==> src/rtl/sigma_pkg.sv <==
// Shared definitions for the Sigma-style CPU core: opcodes, FSM states,
// instruction field positions (bit 0 = MSB) and condition-code indices.
package sigma_pkg;

    localparam logic [6:0] OP_AI   = 7'h20;
    localparam logic [6:0] OP_LI   = 7'h22;
    localparam logic [6:0] OP_WAIT = 7'h2E;
    localparam logic [6:0] OP_AW   = 7'h30;
    localparam logic [6:0] OP_LW   = 7'h32;
    localparam logic [6:0] OP_BCR  = 7'h68;
    localparam logic [6:0] OP_BCS  = 7'h69;

    typedef enum logic [2:0] {
        FETCH,
        INDIRECT,
        EXEC,
        WAIT,
        TRAP
    } state_t;

    // Field positions in a [0:31] instruction word, first..last bit.
    localparam int I_BIT     = 0;
    localparam int OP_FIRST  = 1;
    localparam int OP_LAST   = 7;
    localparam int R_FIRST   = 8;
    localparam int R_LAST    = 11;
    localparam int X_FIRST   = 12;
    localparam int X_LAST    = 14;
    localparam int A_FIRST   = 15;
    localparam int A_LAST    = 31;
    localparam int IMM_FIRST = 12;

    // Condition-code indices within a [1:4] CC vector.
    localparam int CC1 = 1;
    localparam int CC2 = 2;
    localparam int CC3 = 3;
    localparam int CC4 = 4;

    // Opcodes that reference memory and therefore honour the indirect bit.
    function automatic logic is_memref(input logic [6:0] op);
        return op inside {OP_AW, OP_LW, OP_BCR, OP_BCS};
    endfunction

    // CC1=carry, CC2=overflow, CC3=result>0, CC4=result<0.
    function automatic logic [1:4] cc_value(input logic carry, input logic ovf,
                                            input logic [0:31] v);
        return {carry, ovf, (v[0] == 1'b0) && (v != '0), v[0]};
    endfunction

endpackage

==> src/rtl/sigma_regfile.sv <==
// 16 x 32-bit general registers: R read port, X index read port,
// one synchronous write port, asynchronous active-low clear.
module sigma_regfile (
    input  logic        clock,
    input  logic        reset,
    input  logic [3:0]  addr_r,
    input  logic [2:0]  addr_x,
    output logic [0:31] data_r,
    output logic [16:0] index_x,
    input  logic        wr_en,
    input  logic [3:0]  wr_addr,
    input  logic [0:31] wr_data
);

    logic [15:0][0:31] regs;

    assign data_r  = regs[addr_r];
    // Only the address-sized low part of an index register takes part in EA.
    assign index_x = regs[{1'b0, addr_x}][15:31];

    // Register write; reset clears every register at once.
    always_ff @(posedge clock or negedge reset) begin
        if (!reset) begin
            regs <= '0;
        end else if (wr_en) begin
            regs[wr_addr] <= wr_data;
        end
    end

endmodule

==> src/rtl/sigma_cpu.sv <==
// Sigma-style 32-bit CPU core: FETCH / INDIRECT / EXEC state machine over a
// combinational-read, word-addressed memory. Halts on WAIT or on a trap.
module sigma_cpu
    import sigma_pkg::*;
#(
    parameter logic [16:0] RESET_PC = 17'h00000
) (
    input  logic         clock,
    input  logic         reset,
    input  logic [0:31]  data_in,
    output logic [15:31] address,
    output logic [6:0]   opcode,
    output logic [16:0]  pc,
    output logic         trap,
    output logic         ende
);

    state_t       state, state_nx;
    logic [0:31]  ir;
    logic [16:0]  ref_addr;
    logic [16:0]  q, q_nx;
    logic [1:4]   cc, cc_nx;
    logic         cc_we;
    logic         set_trap;

    logic [0:31]  rd_r;
    logic [16:0]  index_x;
    logic         gpr_we;
    logic [0:31]  gpr_wd;

    logic [6:0]   op;
    logic [2:0]   x_sel;
    logic [0:31]  imm;
    logic [16:0]  ea;
    logic [0:31]  addend;
    logic [32:0]  sum;
    logic         ovf;
    logic         illegal;

    assign op     = ir[OP_FIRST:OP_LAST];
    assign x_sel  = ir[X_FIRST:X_LAST];
    assign imm    = {{12{ir[IMM_FIRST]}}, ir[IMM_FIRST:31]};
    // Indexing is applied on top of the (possibly indirected) reference address.
    assign ea     = ref_addr + ((x_sel != 3'd0) ? index_x : 17'd0);
    assign addend = (op == OP_AI) ? imm : data_in;
    assign sum    = {1'b0, rd_r} + {1'b0, addend};
    assign ovf    = (rd_r[0] == addend[0]) && (sum[31] != rd_r[0]);
    assign illegal = !(op inside {OP_AI, OP_LI, OP_AW, OP_LW, OP_BCR, OP_BCS, OP_WAIT})
                   || (ir[I_BIT] && (op inside {OP_AI, OP_LI, OP_WAIT}));

    assign opcode = op;
    assign pc     = q;

    sigma_regfile u_rf (
        .clock   (clock),
        .reset   (reset),
        .addr_r  (ir[R_FIRST:R_LAST]),
        .addr_x  (x_sel),
        .data_r  (rd_r),
        .index_x (index_x),
        .wr_en   (gpr_we),
        .wr_addr (ir[R_FIRST:R_LAST]),
        .wr_data (gpr_wd)
    );

    // Memory address; kept apart from data_in consumers so no false loop forms.
    always_comb begin
        address = q;
        case (state)
            INDIRECT: address = ir[A_FIRST:A_LAST];
            EXEC:     address = ea;
            default:  address = q;
        endcase
    end

    // Next-state, register/CC writes, branch and completion pulse.
    always_comb begin
        state_nx = state;
        q_nx     = q;
        ende     = 1'b0;
        gpr_we   = 1'b0;
        gpr_wd   = '0;
        cc_we    = 1'b0;
        cc_nx    = cc;
        set_trap = 1'b0;
        case (state)
            FETCH: begin
                q_nx     = q + 17'd1;
                state_nx = (data_in[I_BIT] && is_memref(data_in[OP_FIRST:OP_LAST]))
                         ? INDIRECT : EXEC;
            end
            INDIRECT: state_nx = EXEC;
            EXEC: begin
                if (illegal) begin
                    set_trap = 1'b1;
                    state_nx = TRAP;
                end else begin
                    ende     = 1'b1;
                    state_nx = FETCH;
                    case (op)
                        OP_AI, OP_AW: begin
                            gpr_we = 1'b1;
                            gpr_wd = sum[31:0];
                            cc_we  = 1'b1;
                            cc_nx  = cc_value(sum[32], ovf, sum[31:0]);
                        end
                        OP_LI, OP_LW: begin
                            gpr_we = 1'b1;
                            gpr_wd = (op == OP_LI) ? imm : data_in;
                            cc_we  = 1'b1;
                            cc_nx  = cc_value(1'b0, 1'b0, gpr_wd);
                        end
                        OP_BCR:  if ((cc & ir[R_FIRST:R_LAST]) == 4'b0) q_nx = ea;
                        OP_BCS:  if ((cc & ir[R_FIRST:R_LAST]) != 4'b0) q_nx = ea;
                        OP_WAIT: state_nx = WAIT;
                        default: ;
                    endcase
                end
            end
            default: state_nx = state;
        endcase
    end

    // Architectural state; reset aborts any instruction in flight.
    always_ff @(posedge clock or negedge reset) begin
        if (!reset) begin
            state    <= FETCH;
            ir       <= '0;
            ref_addr <= '0;
            q        <= RESET_PC;
            cc       <= '0;
            trap     <= 1'b0;
        end else begin
            state <= state_nx;
            q     <= q_nx;
            if (cc_we)    cc   <= cc_nx;
            if (set_trap) trap <= 1'b1;
            case (state)
                FETCH: begin
                    ir       <= data_in;
                    ref_addr <= data_in[A_FIRST:A_LAST];
                end
                INDIRECT: ref_addr <= data_in[A_FIRST:A_LAST];
                default: ;
            endcase
        end
    end

endmodule

==> config.mk <==
export PLATFORM = sky130hd
export DESIGN_NAME = sigma_cpu
export DESIGN_NICKNAME = d
export VERILOG_FILES = /design/src/rtl/sigma_pkg.sv /design/src/rtl/sigma_regfile.sv /design/src/rtl/sigma_cpu.sv
export SDC_FILE = /design/constraint.sdc
export NUM_CORES = 1
export LEC_CHECK = 0
export CORE_UTILIZATION = 30
export DETAILED_ROUTE_END_ITERATION = 16
export PLACE_DENSITY = 0.52
export SYNTH_ARGS = -nofsm -noshare
export SYNTH_HDL_FRONTEND = slang
export SYNTH_SLANG_ARGS = --single-unit
==> constraint.sdc <==
create_clock -name clock -period 7.3 [get_ports clock]
set_input_delay 0.73 -clock clock [delete_from_list [all_inputs] [get_ports clock]]
set_output_delay 0.73 -clock clock [all_outputs]
set_load 0.05 [all_outputs]
== Yosys cells after proc, flatten, opt, wreduce, memory -nomap -nowiden ==
Index checks and enable logic that the tools add are counted.
Word-level totals
  register bits after elaboration: 586
  word-level logic and storage cells: 108
Operators by class
  add/subtract/negate cells: 3
  $lt $le $gt $ge: 3
  eq/ne operators: 19
  muxes and demuxes: 31
  bitwise operators: 4
  reduce and logical (&&, ||, !) cells: 26
Operators by type and width (number)
  bitwise mux 512 bit: 1
  two-way mux 32 bit: 6
  binary-select mux 32 bit (select 4 bit): 1
  demux 32 bit (select 4 bit): 1
  one-hot mux 17 bit (2 select lines): 3
  binary-select mux 32 bit (select 3 bit): 1
  two-way mux 17 bit: 5
  one-hot mux 32 bit (2 select lines): 1
  nonzero test 32 bit: 2
  == test 7 x 6 -> 1 bit (second input constant): 7
  adder 32 x 32 -> 33 bit: 1
  == test 7 bit (second input constant): 4
  adder 17 x 1 -> 17 bit (second input constant): 1
  adder 17 bit: 1
  inequality test 3 bit (second input constant): 3
  one-hot mux 3 bit (3 select lines): 1
  nonzero test 3 bit: 3
  one-hot mux 4 bit (2 select lines): 1
  nonzero test 4 bit: 2
  two-way mux 1 bit: 7
  nonzero test 7 bit: 1
  logical AND 1 bit: 6
  OR reduction 2 bit: 3
  < comparator 3 x 5 -> 1 bit (second input constant): 1
  19 further kinds: 23

== Logic depth before layout (Yosys ltp) ==
  depth in word-level cells: 8
  mapped depth: 22
  depth with buffers taken out: 18

== Cells and area by module ==
A second synthesis with hierarchy kept.
Unflattened totals
  cells, all modules: 2428
  area, all modules: 31157.4 sq um
By module, submodules not included
  sigma_regfile: times used 1, cells each 1464, area each 23770.3 sq um
  sigma_cpu: times used 1, cells each 964, area each 7387.1 sq um

== Least setup slack after synthesis ==
OpenSTA, ideal clock, no wires.
  path kind: flip-flop to output port
  start point: register ir[14] (netlist name)
  end point: output port address[17] (netlist name)
  arrival time: 4.935 ns
  path slack: 1.635 ns
  stages on the path, launching flop included: 16
  buffers on the path: 3
  cell sequence: dfrtp_1 buf_1 clkbuf_1 clkbuf_1 a21oi_1 a221oi_1 fa_1 a21o_1 a21oi_1 o21a_1 o31ai_1 o21ba_2 a21o_1 nand2_1 mux2_2 o21ai_0
Between the ends
  word-level cells in the longest chain between the ends: 5
Ends and longest elaborated chain
  start: declaration: RTL line sigma_cpu.sv:19  | logic [0:31] ir;
  start signal: assignment: RTL line sigma_cpu.sv:140  | ir <= data_in;
  binary-select mux 32 bit (select 3 bit): RTL line sigma_regfile.sv:19  | assign index_x = regs[{1'b0, addr_x}][15:31];
  two-way mux 17 bit (implied by the code): RTL line sigma_regfile.sv:19
  two-way mux 17 bit *: RTL line sigma_cpu.sv:44  | assign ea = ref_addr + ((x_sel != 3'd0) ? index_x : 17'd0);
  adder 17 bit *: RTL line sigma_cpu.sv:44
  one-hot mux 17 bit (2 select lines) *: RTL line sigma_cpu.sv:69  | case (state)
  end: declaration: RTL line sigma_cpu.sv:11  | output logic [15:31] address,
Mark *: on every way between the ends. The rest lies on a longest branch, timed or not. The select of a mux whose other input is x is not followed.

== Worst setup path in the final report ==
  start point: register ir[13] (netlist name)
  end point: output port address[18] (netlist name)
The elaborated chain is that of the path after synthesis.

==> reports/metrics.yaml <==
worst_hold_path:
  hold_class: "input pin to async pin"
floorplanning:
  rows: 115
  core_area_mm2: 0.0989
  die_w_um: 319
  dieArea_mm2: 0.102
  initial_core_util_pct: 30.4
  die_height_um: 319
  ioPinCount: 77
global_route:
  grt_pass1_vias: 22163
  grt_start_max_net_pins: 149
  gr-total-overflow: 0
  grt_pass1_wl_um: 142000
  track_usage_pct: 18.0
  antenna_found_initial: 4
timing:
  tightest_slew_ns: 1.17
  min_period_ns: 6.40
  maxSlewViolCount: 0
  setup_violations: 0
  timing.hold.ws_ns: 0.0870
  skew_ns: 0.0276
  post-route-period-util_pct: 87.7
  rsz0062_at_grt: "no"
  slew_headroom_pct: 21.4
  setup-tns-final_ns: 0
  max_clock_freq_mhz: 156
  finalHoldViolCount: 0
yosys:
  synth_mux_area_share_pct: 16.5
  synthArstFlopShare_pct: 100
  synth_edf_count: 0
  synth_top_area_share_pct: 48.7
  synth_flop_cell: "dfrtp_1"
  ys.warnings.count: 0
  syn_avg_cell_area_um2: 10.3
  yosysSeqAreaShare_pct: 48.7
  post-synth-top-area-cell: "dfrtp_1"
  syn_nets: 3014
  synthMostInstantiatedCell: "nand2_1"
  synthSimpleGateAreaFrac_pct: 12.4
  synth_xor_area_share_pct: 1.16
  synth_fa_ha_area_share_pct: 2.17
  synth_top_cells_by_count: "668 x nand2_1, 586 x dfrtp_1, 563 x o21ai_0"
  syn_area_mm2: 0.0301
  synth_compound_area_share_pct: 15.6
  ys_seq_elements: 586
  synth_top_family_by_area: "multiplexers"
  synthCells: 2929
  synth_area_leaders: "dfrtp_1 49%, mux4_2 13%, o21ai_0 9.4%, nand2_1 8.3%, mux2_2 2.8%"
  synth_cell_types: 78
placement:
  io_buffers: 76
  dp_hpwl_um: 57100
  gp_congestion: 0.894
critical_path:
  arrival_ns: 5.67
  cpMostUsedCell: "a21oi_1"
  cp_num_buf_inv: 1
  criticalPathCategory: "register to primary output"
  critical_path_required_ns: 6.57
  crit_fanout: 28
  crit_chain: "or2_1 -> o21ai_0 -> a221oi_1 -> ha_1 -> a21o_1 -> a21oi_1 -> nor2b_1 -> o211ai_1 -> a21oi_1 -> nor2_1 -> a21oi_1 -> a31oi_1 -> xnor2_1 -> a21o_1 -> clkdlybuf4s50_1"
  cp_slowest_cell: "dfrtp_2"
  cp_slowest_stage_delay_ns: 0.89
  rrSetupSlack_ns: 1.33
  endpoint_kind: "primary output"
  crit_path_start_kind: "register"
  crit_family: "compound AO/OA/AOI/OAI gates"
status:
  status: "finished clean"
job:
  max_cap_viol_count: 0
cells_and_area:
  drive_above_1_share_pct: 15.5
  area_delta_synth_final_pct: 13.3
  nets: 2973
clock_network:
  clock-root-buffer: "clkbuf_16"
  postCtsSetupBuffers: 0
  insertion_delay_ns: 0.65
  holdBufCountCts: 0
  cts_tree: "done"
  cts_buffers: 59
  path_clk_slew_ns: 0.07
  cts_repair_resize_count: 0
  clkSinkCount: 586
  htreeDepth: 2
  clockBufferDepth: 3
detailed_routing:
  first_pass_iters: 5
  vias: 22277
  antenna_left: 0
  drtIter0Drc: 1843
  wire_per_inst_um: 21.5
  wl_um: 90700
  drcViolationCount: 0
  via_per_inst: 5.28
power_and_ir_drop:
  power_leakage_nw: 14.2
  power.density_mw_per_mm2: 344
  ir_worst_vdd_v: 0.000205
[kinds of logic (layout without fill, tap and decap cells)]
| logic type | Yosys count | count (layout) |
|---|---|---|
| muxes | 265 | 265 |
| AOI/OAI and AO/OA | 836 | 836 |
| adders and majority gates | 51 | 51 |
| xor gates and xnor gates | 40 | 40 |
| and+or+nand+nor | 899 | 899 |
| DFF | 586 | 586 |
| buffers and inverters | 252 | 252 |
| other | 0 | 1 |
[final cells by class]
type	instances	area [µm²]
diodes	1	2.50
repair buffers	139	1280
inverters	11	41.3
flip-flops and latches	586	14700
multi-input cells	2091	14500
well taps	1287	1610
clock inverters	17	221
fillers	9970	64800
clock buffers	85	1740
[power by group]
part	internal, mW	total (mW)	leakage [nW]	switching [mW]
logic	1.79	4.24	7.75	2.45
registers	3.67	4.34	5.49	0.667
clock network	1.81	3.14	0.959	1.32
[final timing paths]
| kind | from | endpoint | cells after the start |
|---|---|---|---|
| max reg2reg | ir[5] | u_rf.regs[319] | 18 |
| min reg2reg | u_rf.regs[347] | u_rf.regs[347] | 2 |
| min in group clock | u_rf.regs[347] | u_rf.regs[347] | 2 |
| max in group asynchronous | reset | u_rf.regs[405] | 2 |
| min | reset | u_rf.regs[259] | 1 |
| max | ir[13] | address[18] | 15 |
[sequential cells by signal, summed over array words and instances, names as in the netlist]
| name | count |
|---|---|
| pc | 17 |
| ref_addr | 17 |
| u_rf.regs | 512 |
| ir | 32 |
| cc | 4 |
| state | 3 |
| trap | 1 |
[layout by cell type, fill, tap and decap left out, drive strengths merged, types with 11 or more instances in the layout]
master	Yosys	layout
nor2	86	86
ha	49	49
nor2b	12	12
and3	11	11
o21ai	570	570
nor3	23	23
mux2i	12	12
a21oi	104	104
a221oi	24	24
mux4	177	177
nor4	17	17
xor2	15	15
nand2	669	669
a22oi	13	13
a211oi	11	11
clkdlybuf4s50	0	75
mux2	76	76
nand4	14	14
buf	38	64
clkbuf	203	85
xnor2	25	25
a21o	31	31
inv	11	12
dfrtp	586	586
nand3	27	27
[through the flow]
stage / utilization (%) / cell area (µm²) / worst slack [ns] / power (mW) / cells
global route: 34.5 / 34100 / 0.584 / 12.4 / 4216
floorplan: - / 30100 / 1.64 / 7.25 / 2929
global placement: 32.5 / 32100 / 1.40 / 8.60 / 4114
finish: 34.5 / 34100 / 0.896 / 11.7 / 4217
CTS: 34.5 / 34100 / 0.846 / 11.8 / 4216
detailed placement: 32.5 / 32100 / 1.36 / 8.64 / 4114
[routing by layer]
metal / GRT usage [%] / part of all wire [%] / vias up
li1: - / - / 10409
met1: 25.7 / 47 / 11182
met2: 28.5 / 46 / 548
met3: 2.63 / 5.0 / 132
met4: 4.41 / 2.1 / 6
met5: 0 / 0.041 / -
(Power assumes the default switching activity.)
